===== config.mk =====
export PLATFORM = sky130hd
export DESIGN_NAME = move_stack_flat
export DESIGN_NICKNAME = d
export VERILOG_FILES = /design/src/rtl/move_stack_if.sv /design/src/rtl/move_stack.sv /design/src/flat_wrapper.sv
export SDC_FILE = /design/constraint.sdc
export NUM_CORES = 1
export LEC_CHECK = 0
export CELL_PAD_IN_SITES_DETAIL_PLACEMENT = 0
export CELL_PAD_IN_SITES_GLOBAL_PLACEMENT = 1
export CORE_MARGIN = 2
export CORE_UTILIZATION = 45
export DETAILED_ROUTE_END_ITERATION = 10
export GPL_TIMING_DRIVEN = 0
export MAX_ROUTING_LAYER = met4
export PLACE_DENSITY_LB_ADDON = 0.05
export SETUP_SLACK_MARGIN = 0.05
export SYNTH_ARGS = -nofsm -noshare
export SYNTH_HDL_FRONTEND = slang
export SYNTH_SLANG_ARGS = --single-unit

===== constraint.sdc =====
create_clock -name clock_i -period 5.7 [get_ports clock_i]
set_input_delay 1.14 -clock clock_i [delete_from_list [all_inputs] [get_ports clock_i]]
set_output_delay 1.14 -clock clock_i [all_outputs]
set_load 0.05 [all_outputs]

===== src/rtl/move_stack_if.sv =====
// Controller <-> move_stack strobe/status bundle.
// MOVE_STACK_REPLAY_POS_EN adds the replay position outputs.
interface move_stack_if;
  logic       init;
  logic       push;
  logic       pop;
  logic [1:0] next_move;
  logic       load_queue;
  logic       deq;
  logic [3:0] row;
  logic [3:0] column;
  logic [1:0] prev_move;
  logic       stack_empty;
  logic       queue_empty;
  logic [1:0] move_out;
  logic       move_valid;
  logic       overflow;
`ifdef MOVE_STACK_REPLAY_POS_EN
  logic [3:0] replay_row;
  logic [3:0] replay_column;
`endif

  modport master (
    output init, push, pop, next_move, load_queue, deq,
`ifdef MOVE_STACK_REPLAY_POS_EN
    input  replay_row, replay_column,
`endif
    input  row, column, prev_move, stack_empty, queue_empty, move_out, move_valid, overflow
  );

  modport slave (
    input  init, push, pop, next_move, load_queue, deq,
`ifdef MOVE_STACK_REPLAY_POS_EN
    output replay_row, replay_column,
`endif
    output row, column, prev_move, stack_empty, queue_empty, move_out, move_valid, overflow
  );
endinterface


===== src/rtl/move_stack.sv =====
// Maze path datapath: position register, LIFO of moves, bottom-to-top replay queue.
// Optional replay position tracking via `define MOVE_STACK_REPLAY_POS_EN.
module move_stack #(
  parameter int unsigned DEPTH = 256,
  parameter int unsigned PTR_W = 8
) (
  input  logic         clock_i,
  input  logic         reset_i,
  move_stack_if.slave  bus
);

  typedef enum logic [1:0] {MvUp = 2'd0, MvRight = 2'd1, MvLeft = 2'd2, MvDown = 2'd3} move_e;

  localparam logic [PTR_W:0] SpFull = (PTR_W + 1)'(DEPTH);
  localparam logic [PTR_W:0] SpOne  = (PTR_W + 1)'(1);

  // Returns {row, column} after applying one move, modulo 16.
  function automatic logic [7:0] step_pos(logic [3:0] r, logic [3:0] c, logic [1:0] m);
    logic [3:0] nr;
    logic [3:0] nc;
    nr = r;
    nc = c;
    unique case (move_e'(m))
      MvUp:    nr = r - 4'd1;
      MvDown:  nr = r + 4'd1;
      MvLeft:  nc = c - 4'd1;
      MvRight: nc = c + 4'd1;
      default: ;
    endcase
    return {nr, nc};
  endfunction

  logic [1:0]     stack_q [DEPTH];
  logic [PTR_W:0] sp_q, sp_d;
  logic [PTR_W:0] rd_ptr_q, rd_ptr_d;
  logic [3:0]     row_q, row_d;
  logic [3:0]     col_q, col_d;
  logic [1:0]     move_out_q, move_out_d;
  logic           move_valid_q, move_valid_d;
  logic           overflow_q, overflow_d;

  logic [PTR_W:0] sp_m1;
  logic [1:0]     top_move;
  logic [1:0]     rd_move;
  logic           stack_empty;
  logic           full;
  logic           act_pp;
  logic           push_ok;
  logic           push_ovf;
  logic           pop_ok;
  logic           deq_ok;
  logic [7:0]     pos_next;

  assign sp_m1       = sp_q - SpOne;
  assign top_move    = stack_q[sp_m1[PTR_W-1:0]];
  assign rd_move     = stack_q[rd_ptr_q[PTR_W-1:0]];
  assign stack_empty = (sp_q == '0);
  assign full        = (sp_q == SpFull);
  assign pos_next    = step_pos(row_q, col_q, bus.next_move);

  // Only the highest-priority asserted strobe may act, even if it is then ignored.
  assign act_pp   = !bus.init && !bus.load_queue && (bus.push || bus.pop);
  assign push_ok  = act_pp && bus.push && !bus.pop && !full;
  assign push_ovf = act_pp && bus.push && !bus.pop && full;
  assign pop_ok   = act_pp && bus.pop && !bus.push && !stack_empty;
  assign deq_ok   = !bus.init && !bus.load_queue && !bus.push && !bus.pop && bus.deq &&
                    (rd_ptr_q < sp_q);

`ifdef MOVE_STACK_REPLAY_POS_EN
  logic [3:0] replay_row_q, replay_row_d;
  logic [3:0] replay_col_q, replay_col_d;
  logic [7:0] replay_next;

  assign replay_next = step_pos(replay_row_q, replay_col_q, rd_move);
`endif

  always_comb begin
    sp_d         = sp_q;
    rd_ptr_d     = rd_ptr_q;
    row_d        = row_q;
    col_d        = col_q;
    move_out_d   = move_out_q;
    move_valid_d = 1'b0;
    overflow_d   = overflow_q;
`ifdef MOVE_STACK_REPLAY_POS_EN
    replay_row_d = replay_row_q;
    replay_col_d = replay_col_q;
`endif
    if (bus.init) begin
      sp_d       = '0;
      rd_ptr_d   = '0;
      row_d      = '0;
      col_d      = '0;
      move_out_d = '0;
      overflow_d = 1'b0;
`ifdef MOVE_STACK_REPLAY_POS_EN
      replay_row_d = '0;
      replay_col_d = '0;
`endif
    end else if (bus.load_queue) begin
      rd_ptr_d = '0;
`ifdef MOVE_STACK_REPLAY_POS_EN
      replay_row_d = '0;
      replay_col_d = '0;
`endif
    end else if (push_ok) begin
      sp_d           = sp_q + SpOne;
      {row_d, col_d} = pos_next;
    end else if (push_ovf) begin
      overflow_d = 1'b1;
    end else if (pop_ok) begin
      sp_d           = sp_m1;
      {row_d, col_d} = pos_next;
    end else if (deq_ok) begin
      move_out_d   = rd_move;
      move_valid_d = 1'b1;
      rd_ptr_d     = rd_ptr_q + SpOne;
`ifdef MOVE_STACK_REPLAY_POS_EN
      {replay_row_d, replay_col_d} = replay_next;
`endif
    end
  end

  always_ff @(posedge clock_i) begin
    if (reset_i) begin
      sp_q         <= '0;
      rd_ptr_q     <= '0;
      row_q        <= '0;
      col_q        <= '0;
      move_out_q   <= '0;
      move_valid_q <= 1'b0;
      overflow_q   <= 1'b0;
`ifdef MOVE_STACK_REPLAY_POS_EN
      replay_row_q <= '0;
      replay_col_q <= '0;
`endif
    end else begin
      sp_q         <= sp_d;
      rd_ptr_q     <= rd_ptr_d;
      row_q        <= row_d;
      col_q        <= col_d;
      move_out_q   <= move_out_d;
      move_valid_q <= move_valid_d;
      overflow_q   <= overflow_d;
`ifdef MOVE_STACK_REPLAY_POS_EN
      replay_row_q <= replay_row_d;
      replay_col_q <= replay_col_d;
`endif
    end
  end

  // Storage is never cleared; sp bounds which entries are meaningful.
  always_ff @(posedge clock_i) begin
    if (!reset_i && push_ok) begin
      stack_q[sp_q[PTR_W-1:0]] <= bus.next_move;
    end
  end

  assign bus.row         = row_q;
  assign bus.column      = col_q;
  assign bus.prev_move   = stack_empty ? 2'b00 : top_move;
  assign bus.stack_empty = stack_empty;
  assign bus.queue_empty = (rd_ptr_q == sp_q);
  assign bus.move_out    = move_out_q;
  assign bus.move_valid  = move_valid_q;
  assign bus.overflow    = overflow_q;
`ifdef MOVE_STACK_REPLAY_POS_EN
  assign bus.replay_row    = replay_row_q;
  assign bus.replay_column = replay_col_q;
`endif

endmodule


===== src/flat_wrapper.sv =====
// flat-port wrapper written by rule: the top's interface ports become plain ports
module move_stack_flat 
#(
  parameter int unsigned DEPTH = 256,
  parameter int unsigned PTR_W = 8
)
  (clock_i, reset_i, bus_init, bus_push, bus_pop, bus_next_move, bus_load_queue, bus_deq, bus_row, bus_column, bus_prev_move, bus_stack_empty, bus_queue_empty, bus_move_out, bus_move_valid, bus_overflow);
  move_stack_if bus_i ();
  input  logic clock_i;
  input  logic reset_i;
  input wire logic [$bits(bus_i.init)-1:0] bus_init;
  input wire logic [$bits(bus_i.push)-1:0] bus_push;
  input wire logic [$bits(bus_i.pop)-1:0] bus_pop;
  input wire logic [$bits(bus_i.next_move)-1:0] bus_next_move;
  input wire logic [$bits(bus_i.load_queue)-1:0] bus_load_queue;
  input wire logic [$bits(bus_i.deq)-1:0] bus_deq;
  output wire logic [$bits(bus_i.row)-1:0] bus_row;
  output wire logic [$bits(bus_i.column)-1:0] bus_column;
  output wire logic [$bits(bus_i.prev_move)-1:0] bus_prev_move;
  output wire logic [$bits(bus_i.stack_empty)-1:0] bus_stack_empty;
  output wire logic [$bits(bus_i.queue_empty)-1:0] bus_queue_empty;
  output wire logic [$bits(bus_i.move_out)-1:0] bus_move_out;
  output wire logic [$bits(bus_i.move_valid)-1:0] bus_move_valid;
  output wire logic [$bits(bus_i.overflow)-1:0] bus_overflow;
  assign bus_i.init = bus_init;
  assign bus_i.push = bus_push;
  assign bus_i.pop = bus_pop;
  assign bus_i.next_move = bus_next_move;
  assign bus_i.load_queue = bus_load_queue;
  assign bus_i.deq = bus_deq;
  assign bus_row = bus_i.row;
  assign bus_column = bus_i.column;
  assign bus_prev_move = bus_i.prev_move;
  assign bus_stack_empty = bus_i.stack_empty;
  assign bus_queue_empty = bus_i.queue_empty;
  assign bus_move_out = bus_i.move_out;
  assign bus_move_valid = bus_i.move_valid;
  assign bus_overflow = bus_i.overflow;
  move_stack #(.DEPTH(DEPTH), .PTR_W(PTR_W)) u_core (.clock_i(clock_i), .reset_i(reset_i), .bus(bus_i));
endmodule

==> impl_metrics.toml <==
[status]
status = "finished with violations"
violations = "max-capacitance violations, max-slew violations"

[timing]
fin_setup_tns_ps = 0
rsz0062_at_grt = "true"
tightest_slew_ps = 1519
setup_viol = 0
finalClockSkew_ps = 20.60
period_share_pct = 98.77
timing.fmax_mhz = 177.6
hold_viol_final = 0
period_needed_ps = 5630
finalMaxSlewViolations = 9
slew_headroom_pct = -1.985

[yosys]
synth_adder_area_share_pct = 1.063
synth_edf_count = 512
synth_top_family_by_area = "multiplexers"
seq_area_frac_synth_pct = 58.52
syn-num-nets = 1754
yosysUniqueCellTypes = 77
syn_avg_cell_area_sq_um = 15.84
synthXorXnorAreaFrac_pct = 0.8892
synth_area_sq_mm = 0.02730
synth-seq-cells = 542
muxShareOfSynthArea_pct = 24.95
synth-compound-area-share_pct = 3.726
ys.flop_type = "edfxtp_1"
synth-simple-area-share_pct = 7.925
ys_async_sr_fraction_pct = 0
yosys_warnings = 0
synthCells = 1723

[cts]
ctsRootBufferMaster = "clkbuf_16"
h-tree-depth = 2
cts.sinks = 542
clk_path_buf_depth = 3
cts_buffers = 58
tritoncts = "done"
clk_pin_slew_worst_paths_ps = 60
clock_latency_ps = 650
hold_buffers = 0

[global_routing]
grt_pass1_wl_um = 143500
grtUsageTotal_pct = 34.57
met1_usage_pct = 45.70
grt_max_degree = 164
use_met2_pct = 50.77
antenna_found_initial = 1
gr-total-overflow = 0
grt_most_used_layer = "met2"
groute.layer.met3.usage_pct = 9.945
grt_pass1_vias = 18100

[floorplan]
coreArea_sq_mm = 0.06013
die_y_um = 250.3
ios = 25
initial_core_util_pct = 45.40
dieArea_sq_mm = 0.06265
dieWidth_um = 250.3
row_count = 90

[place]
gp_congestion = 0.9296
hpwl_um = 70020
portBuffers = 24
post-place-cells = 2531

[worst_setup_path]
worstPathRequired_ps = 4560
reg2regPathDepth = 9
cp-end-kind = "output port"
cp_max_fo = 10
r2r_slack_ps = 690
worst-endpoint-arrival_ps = 4490
reg2reg_to = "u_core.bus.move_out[1]$_SDFFE_PP0P_"
endpoint = "bus_prev_move[1]"
crit_type = "flip-flop to output port"
start_kind = "flip-flop"
crit_path_start = "u_core.sp_q[0]$_SDFFE_PP0P_"
r2r-start = "u_core.rd_ptr_q[1]$_SDFFE_PP0P_"

[final_layout]
layout.cells.non_filler = 2654
finalNetCount = 1850
syn2layout_area_growth_pct = 13.52
most-common-layout-cells = "edfxtp_1, nor2_1, mux4_2"
final_common_cell = "edfxtp_1"
multiInputGateArea_sq_mm = 0.01064
fillers = 5074
drive_gt1_share_pct = 26.06
seq_area_sq_mm = 0.01598

[drt]
route.detailed.drc = 0
vias_per_cell = 6.940
drt_iter0_markers = 2515
postRouteWirelength_um = 104800
drtAntennaViolNets = 0
num_vias = 18420
routedWlPerCell_um = 39.50
dr.pass1.iters = 6

[power]
finalPower_mw = 8.725
power.density_mw_per_mm2 = 281.6
irDropWorstVdd_mv = 0.2400
power.leakage_nw = 9.287

[min_path]
holdPathStages = 2
hold_class = "flip-flop to flip-flop"

[flow_run]
maxCapViolCount = 1
layer usage:
layer,part of all wire [%],up-vias,wire length [um]
met2,45,1273,47050
met1,39,9776,41160
met4,4.5,0,4758
li1,-,7124,-
met5,0,-,0
met3,11,246,11860
metrics by stage:
stage,worst slack (ps),utilization (%),instance area (sq um),hold WS [ps]
finish,69.98,51.53,30990,471.1
global route,39.85,51.53,30980,511.3
CTS,57.63,51.46,30950,482.1
detailed placement,-2441,47.54,28590,465.6
global placement,-4605,47.42,28520,459.6
floorplan,404.1,-,27300,513.4
how the worst min path moves through the flow:
stage	startpoint	endpoint	slack (ps)
4_1_cts	u_core.bus.overflow$_SDFFE_PP0P_	u_core.bus.overflow$_SDFFE_PP0P_	480
3_5_place_dp	u_core.bus.overflow$_SDFFE_PP0P_	u_core.bus.overflow$_SDFFE_PP0P_	470
6_report	u_core.bus.overflow$_SDFFE_PP0P_	u_core.bus.overflow$_SDFFE_PP0P_	470
5_1_grt	u_core.bus.overflow$_SDFFE_PP0P_	u_core.bus.overflow$_SDFFE_PP0P_	510
2_1_floorplan	u_core.sp_q[8]$_SDFFE_PP0P_	u_core.sp_q[8]$_SDFFE_PP0P_	510
3_3_place_gp	u_core.bus.overflow$_SDFFE_PP0P_	u_core.bus.overflow$_SDFFE_PP0P_	460
cell families after synthesis:
kind of cell	count (synthesis)
and+or+nand+nor	499
muxes	340
AOI/OAI and AO/OA	140
xor gates and xnor gates	26
buffers and inverters	154
adders and majority gates	22
DFF	542
state kept, by name, indices dropped and copies added, names as in the netlist:
signal                 cells
u_core.bus.row             4
u_core.bus.overflow        1
u_core.bus.move_valid      1
u_core.stack_q           512
u_core.sp_q                9
u_core.rd_ptr_q            9
u_core.bus.move_out        2
u_core.bus.column          4
synthesized netlist by cell type, drive strengths merged (7+ instances only):
library cell  count  share of area [%]
edfxtp          512                 56
nor2            309                4.3
mux4            270                 22
buf              80                1.9
nand2            78                1.1
mux2i            67                2.5
clkbuf           55               0.76
dfxtp            30                2.2
a21oi            26               0.48
xnor2            23               0.79
ha               20               0.92
nand4            20               0.46
o21ai            20               0.38
nor3             19               0.43
inv              18               0.25
nand3            15               0.28
nor2b            15               0.34
a31oi            10               0.23
and2             10               0.23
o22ai            10               0.23
a211oi            9               0.28
a221oi            9               0.36
a2111oi           8               0.28
a22oi             7               0.19
o211ai            7               0.19
critical path, cell delays in order, from the launching register on:
cell,delay (ps)
dfxtp_4,350
buf_6,140
buf_12,150
buf_12,130
buf_16,130
inv_6,60
ha_4,160
or3b_1,360
buf_6,150
xnor2_4,260
buf_12,170
mux4_2,600
inv_2,80
o22ai_1,90
o41ai_2,490
o2111ai_2,250
buf_6,230
repair_timing:
item,in CTS,in global routing
endpoints found under the setup margin,2,2
pin swaps,3,0
setup buffers,10,0
resized for setup,111,3
area by class of cell:
cell class | count | area share, %
diodes | 3 | 0.02423
plain buffers | 135 | 3.190
clock buffers | 67 | 4.962
clock inverters | 43 | 1.308
inverters | 19 | 0.2463
multi-input cells | 1027 | 34.33
flip-flops and latches | 542 | 51.57
well taps | 782 | 3.158
repair buffers | 36 | 1.215
power breakdown:
part | switching [mW] | internal, mW | total [mW]
Combinational | 0.296 | 0.153 | 0.449
Sequential | 0.00194 | 4.35 | 4.35
Clock | 1.68 | 2.24 | 3.92
Total | 1.98 | 6.75 | 8.73
Note: power is estimated with default switching activity, not from simulation.
